## config.mk

```make
export PLATFORM = sky130hd
export DESIGN_NAME = xfpga_read
export DESIGN_NICKNAME = d
export VERILOG_FILES = /design/src/rtl/xfpga_pkg.sv /design/src/rtl/xfpga_sync.sv /design/src/rtl/xfpga_read.sv
export SDC_FILE = /design/constraint.sdc
export NUM_CORES = 1
export LEC_CHECK = 0
export ABC_CLOCK_PERIOD_IN_PS = 9700
export BUFFER_PORTS_ARGS = -buffer_cell sky130_fd_sc_hd__buf_4
export CAP_MARGIN = 20
export CORE_ASPECT_RATIO = 0.9
export CORE_MARGIN = 2
export CORE_UTILIZATION = 46
export CTS_CLUSTER_SIZE = 30
export DETAILED_ROUTE_END_ITERATION = 16
export PLACE_DENSITY = 0.65
export SYNTH_ARGS = -nofsm -noshare
export SYNTH_HDL_FRONTEND = slang
export SYNTH_SLANG_ARGS = --single-unit
```

## constraint.sdc

```tcl
create_clock -name clk -period 9.7 [get_ports clk]
set_input_delay 0.485 -clock clk [delete_from_list [all_inputs] [get_ports clk]]
set_output_delay 0.485 -clock clk [all_outputs]
set_load 0.1 [all_outputs]
```

## src/rtl/xfpga_pkg.sv

```systemverilog
// xfpga_pkg: shared constants and types for the DSP XINTF write endpoint.
//   ADDR_COMMIT      keyed commit address (staging -> outputs)
//   ADDR_STG1..4     staging register addresses
//   COMMIT_KEY       data word that makes a write to ADDR_COMMIT take effect
//   state_t          strobe qualification FSM states
package xfpga_pkg;

  localparam logic [19:0] ADDR_COMMIT = 20'h0FC00;
  localparam logic [19:0] ADDR_STG1   = 20'h0FC01;
  localparam logic [19:0] ADDR_STG2   = 20'h0FC02;
  localparam logic [19:0] ADDR_STG3   = 20'h0FC03;
  localparam logic [19:0] ADDR_STG4   = 20'h0FC04;

  localparam logic [15:0] COMMIT_KEY  = 16'hA55A;

  typedef enum logic [1:0] {
    IDLE    = 2'd0,
    ACTIVE  = 2'd1,
    CAPTURE = 2'd2
  } state_t;

endpackage

```

## src/rtl/xfpga_sync.sv

```systemverilog
// xfpga_sync: two-flop synchronizer of configurable width.
//   clk      destination clock
//   rst      asynchronous active-high reset; both stages load RST_VAL
//   d        asynchronous input
//   q        synchronized output (second stage)
module xfpga_sync #(
  parameter int           W       = 1,
  parameter logic [W-1:0] RST_VAL = '0
) (
  input  logic         clk,
  input  logic         rst,
  input  logic [W-1:0] d,
  output logic [W-1:0] q
);

  logic [W-1:0] s_p0;
  logic [W-1:0] s_p1;

  // stage 0 -> stage 1
  always_ff @(posedge clk or posedge rst) begin
    if (rst) begin
      s_p0 <= RST_VAL;
      s_p1 <= RST_VAL;
    end else begin
      s_p0 <= d;
      s_p1 <= s_p0;
    end
  end

  assign q = s_p1;

endmodule

```

## src/rtl/xfpga_read.sv

```systemverilog
// xfpga_read: write-side endpoint of the DSP XINTF bus.
// DSP write strobes are synchronized, qualified by a minimum low width and
// decoded into four staging registers; a keyed commit copies all staging
// registers to the outputs in one cycle for tear-free parameter updates.
//   clk             system clock
//   global_rst      asynchronous active-high reset
//   wen             DSP write enable, active low, asynchronous
//   xadd, xdata     DSP address / data (input only)
//   dsp2fpga1..4    committed parameter registers
//   wr_stb          one-cycle pulse per staging register written (bit0 = reg 1)
//   upd             one-cycle pulse on an accepted commit
//   wdog_fault      sticky watchdog fault (constant 0 unless XFPGA_WDOG_EN)
// Optional feature macro: XFPGA_WDOG_EN enables the commit watchdog, which
// forces the outputs to zero when no commit arrives within WDOG_CYC cycles.
module xfpga_read
  import xfpga_pkg::*;
#(
  parameter int MIN_LOW  = 2,
  parameter int WDOG_CYC = 100000
) (
  input  logic        clk,
  input  logic        global_rst,
  input  logic        wen,
  input  logic [19:0] xadd,
  input  logic [15:0] xdata,
  output logic [15:0] dsp2fpga1,
  output logic [15:0] dsp2fpga2,
  output logic [15:0] dsp2fpga3,
  output logic [15:0] dsp2fpga4,
  output logic [3:0]  wr_stb,
  output logic        upd,
  output logic        wdog_fault
);

  localparam int LW = $clog2(MIN_LOW + 1);

  logic          wen_s;
  logic [35:0]   bus_s;
  logic [19:0]   xadd_s;
  logic [15:0]   xdata_s;

  state_t        state;
  state_t        state_nxt;
  logic [LW-1:0] low_cnt;

  logic [19:0]   addr_lat;
  logic [15:0]   data_lat;
  logic [3:0]    stg_hit;
  logic          commit;

  logic [15:0]   stage [4];
  logic [15:0]   out_q [4];

  // Address/data share the wen pipeline depth so that the values seen with
  // the last synchronized-low wen are the ones sampled at the last low edge.
  xfpga_sync #(.W(1), .RST_VAL(1'b1)) u_sync_wen (
    .clk (clk),
    .rst (global_rst),
    .d   (wen),
    .q   (wen_s)
  );

  xfpga_sync #(.W(36), .RST_VAL(36'd0)) u_sync_bus (
    .clk (clk),
    .rst (global_rst),
    .d   ({xadd, xdata}),
    .q   (bus_s)
  );

  assign xadd_s  = bus_s[35:16];
  assign xdata_s = bus_s[15:0];

  always_ff @(posedge clk or posedge global_rst) begin
    if (global_rst) state <= IDLE;
    else            state <= state_nxt;
  end

  always_comb begin
    state_nxt = state;
    case (state)
      IDLE:    if (!wen_s) state_nxt = ACTIVE;
      // Strobes shorter than MIN_LOW are treated as glitches and dropped.
      ACTIVE:  if (wen_s) state_nxt = (low_cnt >= LW'(MIN_LOW)) ? CAPTURE : IDLE;
      CAPTURE: state_nxt = IDLE;
      default: state_nxt = IDLE;
    endcase
  end

  always_ff @(posedge clk or posedge global_rst) begin
    if (global_rst) begin
      low_cnt <= '0;
    end else if (state == IDLE && !wen_s) begin
      low_cnt <= LW'(1);
    end else if (state == ACTIVE && !wen_s && low_cnt < LW'(MIN_LOW)) begin
      low_cnt <= low_cnt + LW'(1);
    end
  end

  // Latches track the bus for as long as wen stays low; the last load wins.
  always_ff @(posedge clk) begin
    if (!wen_s && (state == IDLE || state == ACTIVE)) begin
      addr_lat <= xadd_s;
      data_lat <= xdata_s;
    end
  end

  always_comb begin
    stg_hit = 4'b0000;
    commit  = 1'b0;
    if (state == CAPTURE) begin
      case (addr_lat)
        ADDR_STG1:   stg_hit = 4'b0001;
        ADDR_STG2:   stg_hit = 4'b0010;
        ADDR_STG3:   stg_hit = 4'b0100;
        ADDR_STG4:   stg_hit = 4'b1000;
        ADDR_COMMIT: commit  = (data_lat == COMMIT_KEY);
        default:     ;
      endcase
    end
  end

  // decode -> staging / strobes
  always_ff @(posedge clk or posedge global_rst) begin
    if (global_rst) begin
      for (int i = 0; i < 4; i++) stage[i] <= '0;
      wr_stb <= 4'b0000;
      upd    <= 1'b0;
    end else begin
      for (int i = 0; i < 4; i++) begin
        if (stg_hit[i]) stage[i] <= data_lat;
      end
      wr_stb <= stg_hit;
      upd    <= commit;
    end
  end

`ifdef XFPGA_WDOG_EN
  localparam int CW = (WDOG_CYC > 1) ? $clog2(WDOG_CYC) : 1;

  logic [CW-1:0] wdog_cnt;
  logic          wdog_q;
  logic          expire;

  assign expire = (wdog_cnt == CW'(WDOG_CYC - 1));

  // The counter parks at its terminal value so the fault keeps the outputs
  // cleared until a commit restarts it; a commit always beats an expiry.
  always_ff @(posedge clk or posedge global_rst) begin
    if (global_rst) begin
      wdog_cnt <= '0;
      wdog_q   <= 1'b0;
      for (int i = 0; i < 4; i++) out_q[i] <= '0;
    end else begin
      if (commit)       wdog_cnt <= '0;
      else if (!expire) wdog_cnt <= wdog_cnt + CW'(1);

      if (commit) begin
        wdog_q <= 1'b0;
        for (int i = 0; i < 4; i++) out_q[i] <= stage[i];
      end else if (expire || wdog_q) begin
        wdog_q <= 1'b1;
        for (int i = 0; i < 4; i++) out_q[i] <= '0;
      end
    end
  end

  assign wdog_fault = wdog_q;
`else
  always_ff @(posedge clk or posedge global_rst) begin
    if (global_rst) begin
      for (int i = 0; i < 4; i++) out_q[i] <= '0;
    end else if (commit) begin
      for (int i = 0; i < 4; i++) out_q[i] <= stage[i];
    end
  end

  assign wdog_fault = 1'b0;
`endif

  assign dsp2fpga1 = out_q[0];
  assign dsp2fpga2 = out_q[1];
  assign dsp2fpga3 = out_q[2];
  assign dsp2fpga4 = out_q[3];

endmodule

```

==> impl_results.md, run 1 <==
- Drt total wl: 14200 um
- Clock slew at reported path FFs: 0.06 ns
- Slew HR: approximately a third
- Syn-to-layout area delta: 23.1%
- Slowest stage delay, CP: 0.64 ns
- Main area contributors after synthesis: dfrtp_1 (63%), mux2_2 (15%), edfxtp_1 (13%)
- Dpl cells: 774
- Cell with the most instances after synthesis: dfrtp_1
- Vias/cell: 4.82
- Sum of buffers and inverters on the critical path: 0
- Synth Area in Adders: 0.150%
- Worst setup SP type: flop
- Crit path launch: state[0]$_DFFE_PP0P_
- Share of the synthesized area in the top cell type: between 60% and 70%
- Die Y: 132 um
- Share of layout cells above drive strength 1: 48.7%
- Ys Warns: 0
- Post-CTS sizing: 0
- Ant diodes: 0
- Ports: around 110
- Initial antenna violation count: 0
- Reg2Reg Depth: 4
- PD cells: around 210 mW/mm^2
- Min cycle time layout: 2.83 ns
- Launch point of the worst reg-to-reg path: state[0]$_DFFE_PP0P_
- Vias in the first global route: 4276
- Via count: 3959
- # Post-CTS Setup Buffers: 0
- Crit. End Element: flop
- NumNets Final: 603
- CTS tree: done
- Hold Slack: between 0.08 and 0.09 ns
- Gr usage total: 15.3%
- Synthesized instance count: 437
- Crit path kind: reg -> reg
- Yosys cell types: 38
- Chip Width: ~150 um
- CP arrival: 3.21 ns
- Status: complete, no violations
- Post-DRT Antenna Nets: 0
- Finished Layout Cells: 821
- Drt initial violations: 160
- # setup viols final: 0
- Clock skew: around 0.018 ns
- Syn Nets: ~480
- Num CTS Buffers: 25
- Wire length per cell: 17.3 um
- Maximum VDD drop: 0.114 mV
- Fin. Hold Viols: 0
- WP depth: 4
- Hold Crit Class: in -> reg
- Post-DP HPWL: 9040 um
- RD Place Congestion: 0.691
- Avg Cell Area, Syn: around 19 um^2
- GR Overflow Total: 0
- Max-cap violations: 0
- Core footprint: 0.0177 mm^2
- Mux share of post-synthesis cell area: roughly 18%
- Reg2Reg Setup Slack: 6.87 ns
- Static leakage: around 5.1 nW
- Port Buffers: roughly 110
- Root buf cell: clkbuf_16
- Critical Path, Cell by Cell: or4_1 -> nor3_1 -> nand4_2 -> mux2_2
- Fmax: 354 MHz
- Main synth FF type: dfrtp_1
- Largest family of logic cells by synthesized area: multiplexers
- DRT Pass-1 Iters: 4
- Worst skew pair latency: 0.51 ns
- First-pass GRT wire length: 23300 um
- Max clock buf depth: 3
- Die area: ~0.019 mm^2
- Post-synth top cells: dfrtp_1 (209), mux2_2 (112), edfxtp_1 (36)
- Post-synthesis simple-gate area fraction: 3.73%
- Mapped cell area: ~0.0083 mm^2
- Area fraction in compound gates after synthesis: 0.180%
- Worst Setup EP: stage[21]$_DFFE_PP0P_
- Slowest CP cell: nand4_2
- Biggest area consumer among synthesized cells: dfrtp_1
- FF-to-FF End: stage[21]$_DFFE_PP0P_
- CP max FO: 16
- Hold_buf cts: 0
- Async S/R FF share, synth: between 80% and 90%
- Initial Utilization: 47.1%
- Delay-heaviest family, CP: simple AND/OR/NAND/NOR gates
- Final Slew Violations: 0
- # H-tree levels: 1
- Worst Path Required: around 10 ns
- Post-synthesis xor/xnor area fraction: 0%
- Drc violations: 0
- RSZ-0062 raised after global routing: no
- Seq/Total Area, Yosys: around three quarters
- Largest net degree at the start of global routing: 126
- FF+latch count, synth: 247
- Number of synthesized flops with an enable pin: 36
- Clock sinks: 247
- Worst Tran Pin Value: 1.01 ns
- Cell row count: 46
- Post-Route Setup TNS: 0 ns
- Post-route clock period utilization: 29.2%
==> per-layer routing <==
layer	wire length [um]	part of all wire (%)	vias up	global-route usage, %
li1	-	-	1809	-
met2	6820	48	102	24.5
met5	0	0	-	0
met3	855	6.0	28	3.85
met4	293	2.1	0	3.87
met1	6260	44	2020	21.1
==> layout make-up <==
| cell class | instances | area (um^2) |
|---|---|---|
| Tap cell | 240 | 300 |
| Fill cell | 1394 | 7430 |
| Clock inverter | 12 | 181 |
| Clock buffer | 33 | 696 |
| Inverter | 2 | 15.0 |
| Sequential cell | 247 | 6360 |
| Multi-Input combinational cell | 176 | 1830 |
| Timing Repair Buffer | 111 | 857 |
==> sequential cells by signal (all words and copies together), names as in the netlist, 20 cells and up <==
signal / cells
stage: 64
u_sync_bus.q: 36
u_sync_bus.s_p0: 36
addr_lat: 20
==> how the worst min path moves through the flow <==
stage               cells after the start                             to                           from
global route                            1  u_sync_bus.s_p0[14]$_DFF_PP0_                      xdata[14]
finish                                  1   u_sync_bus.s_p0[1]$_DFF_PP0_                       xdata[1]
global placement                        0     u_sync_bus.q[24]$_DFF_PP0_  u_sync_bus.s_p0[24]$_DFF_PP0_
floorplan                               0      u_sync_bus.q[0]$_DFF_PP0_   u_sync_bus.s_p0[0]$_DFF_PP0_
detailed placement                      0     u_sync_bus.q[22]$_DFF_PP0_  u_sync_bus.s_p0[22]$_DFF_PP0_
CTS                                     1  u_sync_bus.s_p0[22]$_DFF_PP0_                        xadd[6]
==> where the power goes <==
| part | total, W | internal, W | switching (W) |
|---|---|---|---|
| sequential | 0.00112 | 0.00109 | 0.0000289 |
| clock | 0.00100 | 0.000634 | 0.000370 |
| combinational | 0.0000575 | 0.0000216 | 0.0000359 |
==> logic make-up (layout without fill, tap and decap cells) <==
logic type,Yosys count,in the layout
AOI/OAI and AO/OA,2,2
adders and majority gates,1,1
buffers and inverters,14,158
DFF,247,247
muxes,128,128
other,1,1
and+or+nand+nor,44,44
==> stage by stage <==
stage                     instance area (um^2)  setup slack, ns  utilization, %  power [W]
after CTS                                10200             6.75            57.7    0.00221
after global routing                     10200             6.72            58.0    0.00226
after detailed placement                  9330             6.79            52.8    0.00120
after global placement                    9330             6.86            52.8    0.00119
final                                    10200             6.87            58.0    0.00218
after floorplan                           8320             3.45               -    0.00117
==> placed cells by master, fill, tap and decap left out, types with 3 or more instances in the layout <==
cell       netlist  final
dfrtp_1        209    209
mux2_2         112    112
buf_4            1    109
edfxtp_1        36     36
clkbuf_16        0     25
mux2_4          10     10
nor2_1           9      8
nand2_1          7      7
mux2_1           6      6
nor3_1           5      5
bufinv_16        0      5
clkinv_2         0      4
clkbuf_8         0      4
clkbuf_1         0      4
clkinv_1         0      3
(Power assumes the default switching activity.)
==> inputs of run 2 (changes only) <==
Settings changed: ABC_CLOCK_PERIOD_IN_PS 9700 to 2600, PLACE_DENSITY 0.65 to 0.67.
Clock period 9.7 ns to 2.6 ns, I/O delays scaled along.
==> run 2 against run 1 <==
Compared with the run above: count of clock-buffer cells in the layout increased by 2; die area unchanged; via count increased by 5.2%; fmax increased by 12%; non-clock buffer count increased by 50; largest power group unchanged; global-route usage increased by 0.60 points; cell count increased by 6.1%; highest routed layer unchanged; critical endpoint is now stage[14]$_DFFE_PP0P_; sequential share of layout area decreased by 2.6 points; register-to-register slack got worse by 6.8 ns.
==> impl_results.md, run 2 (synthesized netlist as in run 1, its figures left out) <==
- RSZ-0062 raised after global routing: no
- Wire length per cell: roughly 17 um
- Hold_buf cts: 38
- Top reg by flops: stage
- Max FFs per register: 64
- DRT Pass-1 Iters: 4
- Status: complete, no violations
- Worst Path Required: 2.98 ns
- Drc violations: 0
- Cell row count: 46
- Hold Crit Class: in -> reg
- Max-cap violations: 0
- Largest net degree at the start of global routing: 85
- Final Slew Violations: 0
- GR Overflow Total: 0
- Max clock buf depth: 3
- Worst skew pair latency: a little over 0.5 ns
- Core footprint: 0.0177 mm^2
- Drt total wl: 15000 um
- Place WS: around 0.11 ns
- Worst setup SP type: flop
- Met2 Usage GRT: 25.6%
- Die Y: 132 um
- GR Layer Usage met1: 21.9%
- Final core occ: between 60 and 70%
- Clock slew at reported path FFs: 0.06 ns
- Setup slack after layout: 0.0686 ns
- Root buf cell: clkbuf_16
- Clock skew: around 0.017 ns
- Crit path kind: reg -> reg
- Min cycle time layout: 2.53 ns
- Clock sinks: 247
- Global routing's busiest layer: met2
- Worst Tran Pin Value: 0.811 ns
- CP max FO: 16
- Share of layout cells above drive strength 1: 46.9%
- Post-CTS sizing: 0
- Vias in the first global route: 4531
- Initial antenna violation count: 0
- Drt initial violations: between 150 and 200
- CTS tree: done
- Area of the multi-input gates: 0.00183 mm^2
- Die area: between 0.015 and 0.02 mm^2
- Maximum VDD drop: 0.564 mV
- Most common cell after layout, fill and taps aside: dfrtp_1
- Finished Layout Cells: ~870
- Syn-to-layout area delta: 28.6%
- Vias/cell: around 4.8
- RD Place Congestion: 0.762
- Post-DP HPWL: 9850 um
- Port Buffers: 107
- Post-route clock period utilization: 97.4%
- Via count: 4165
- Most frequent cells in the layout: dfrtp_1 (209), buf_4 (118), mux2_2 (112)
- Post-DRT Antenna Nets: 0
- Met3 Use GR: 3.85%
- Ant diodes: 0
- Slew HR: 45.2%
- Fin. Hold Viols: 0
- Ports: 109
- # H-tree levels: 1
- Hold Slack: 0.260 ns
- Gr usage total: 15.9%
- PD cells: approximately 750 mW/mm^2
- CP arrival: 2.91 ns
- Static leakage: about 5.3 nW
- Fill cells: around 1300
- Dpl cells: ~790
- Crit. End Element: flop
- Fmax: roughly 400 MHz
- NumNets Final: 653
- First-pass GRT wire length: 24200 um
- # setup viols final: 0
- # Post-CTS Setup Buffers: 0
- Num CTS Buffers: 25
- Reg area: 0.00636 mm^2
- Initial Utilization: approximately 47%
- Chip Width: 146 um
[run 2: where the power goes]
| part | total [W] | leakage (nW) | internal (W) | switching, W |
|---|---|---|---|---|
| Sequential | 0.00418 | 3.12 | 0.00408 | 0.0000981 |
| Combinational | 0.000300 | 1.76 | 0.000135 | 0.000165 |
| Clock | 0.00350 | 0.410 | 0.00212 | 0.00138 |
[run 2: through the flow]
| stage | instance area [um^2] | setup TNS, ns | total power (W) |
|---|---|---|---|
| floorplan | 8320 | -56.55 | 0.00435 |
| global placement | 9490 | 0 | 0.00448 |
| detailed placement | 9490 | 0 | 0.00450 |
| CTS | 10700 | 0 | 0.00809 |
| global route | 10700 | 0 | 0.00831 |
| finish | 10700 | 0 | 0.00798 |
[run 2: area by class of cell]
cell class	count	share of cell area, %
clock buffers	35	6.68
flip-flops and latches	247	59.5
repair buffers	161	12.8
inverters	2	0.105
well taps	240	2.81
multi-input cells	176	17.1
clock inverters	10	1.04
[run 2: worst paths after layout]
check	startpoint	endpoint	slack (ns)	cells after the start
setup / recovery	state[0]$_DFFE_PP0P_	stage[14]$_DFFE_PP0P_	0.07	5
hold / removal	xadd[15]	u_sync_bus.s_p0[31]$_DFF_PP0_	0.26	2
setup reg to reg	state[0]$_DFFE_PP0P_	stage[14]$_DFFE_PP0P_	0.07	5
hold reg to reg	u_sync_bus.s_p0[5]$_DFF_PP0_	u_sync_bus.q[5]$_DFF_PP0_	0.35	0
max in group asynchronous	global_rst	stage[3]$_DFFE_PP0P_	1.41	4
min in group asynchronous	global_rst	u_sync_bus.q[0]$_DFF_PP0_	0.31	3
[run 2: metal layers]
layer	share of wire, %	up-vias	wire [um]
met5	0	-	0
met2	48	107	7170
met1	45	2119	6780
met3	5.1	24	767
li1	-	1915	-
met4	1.8	0	275
[run 2: worst max-delay path: stages (launching register included)]
cell and delay, ns:
dfrtp_1 0.43, or4_1 0.57, or3_4 0.44, or3_1 0.39
buf_4 0.23, mux2_4 0.32
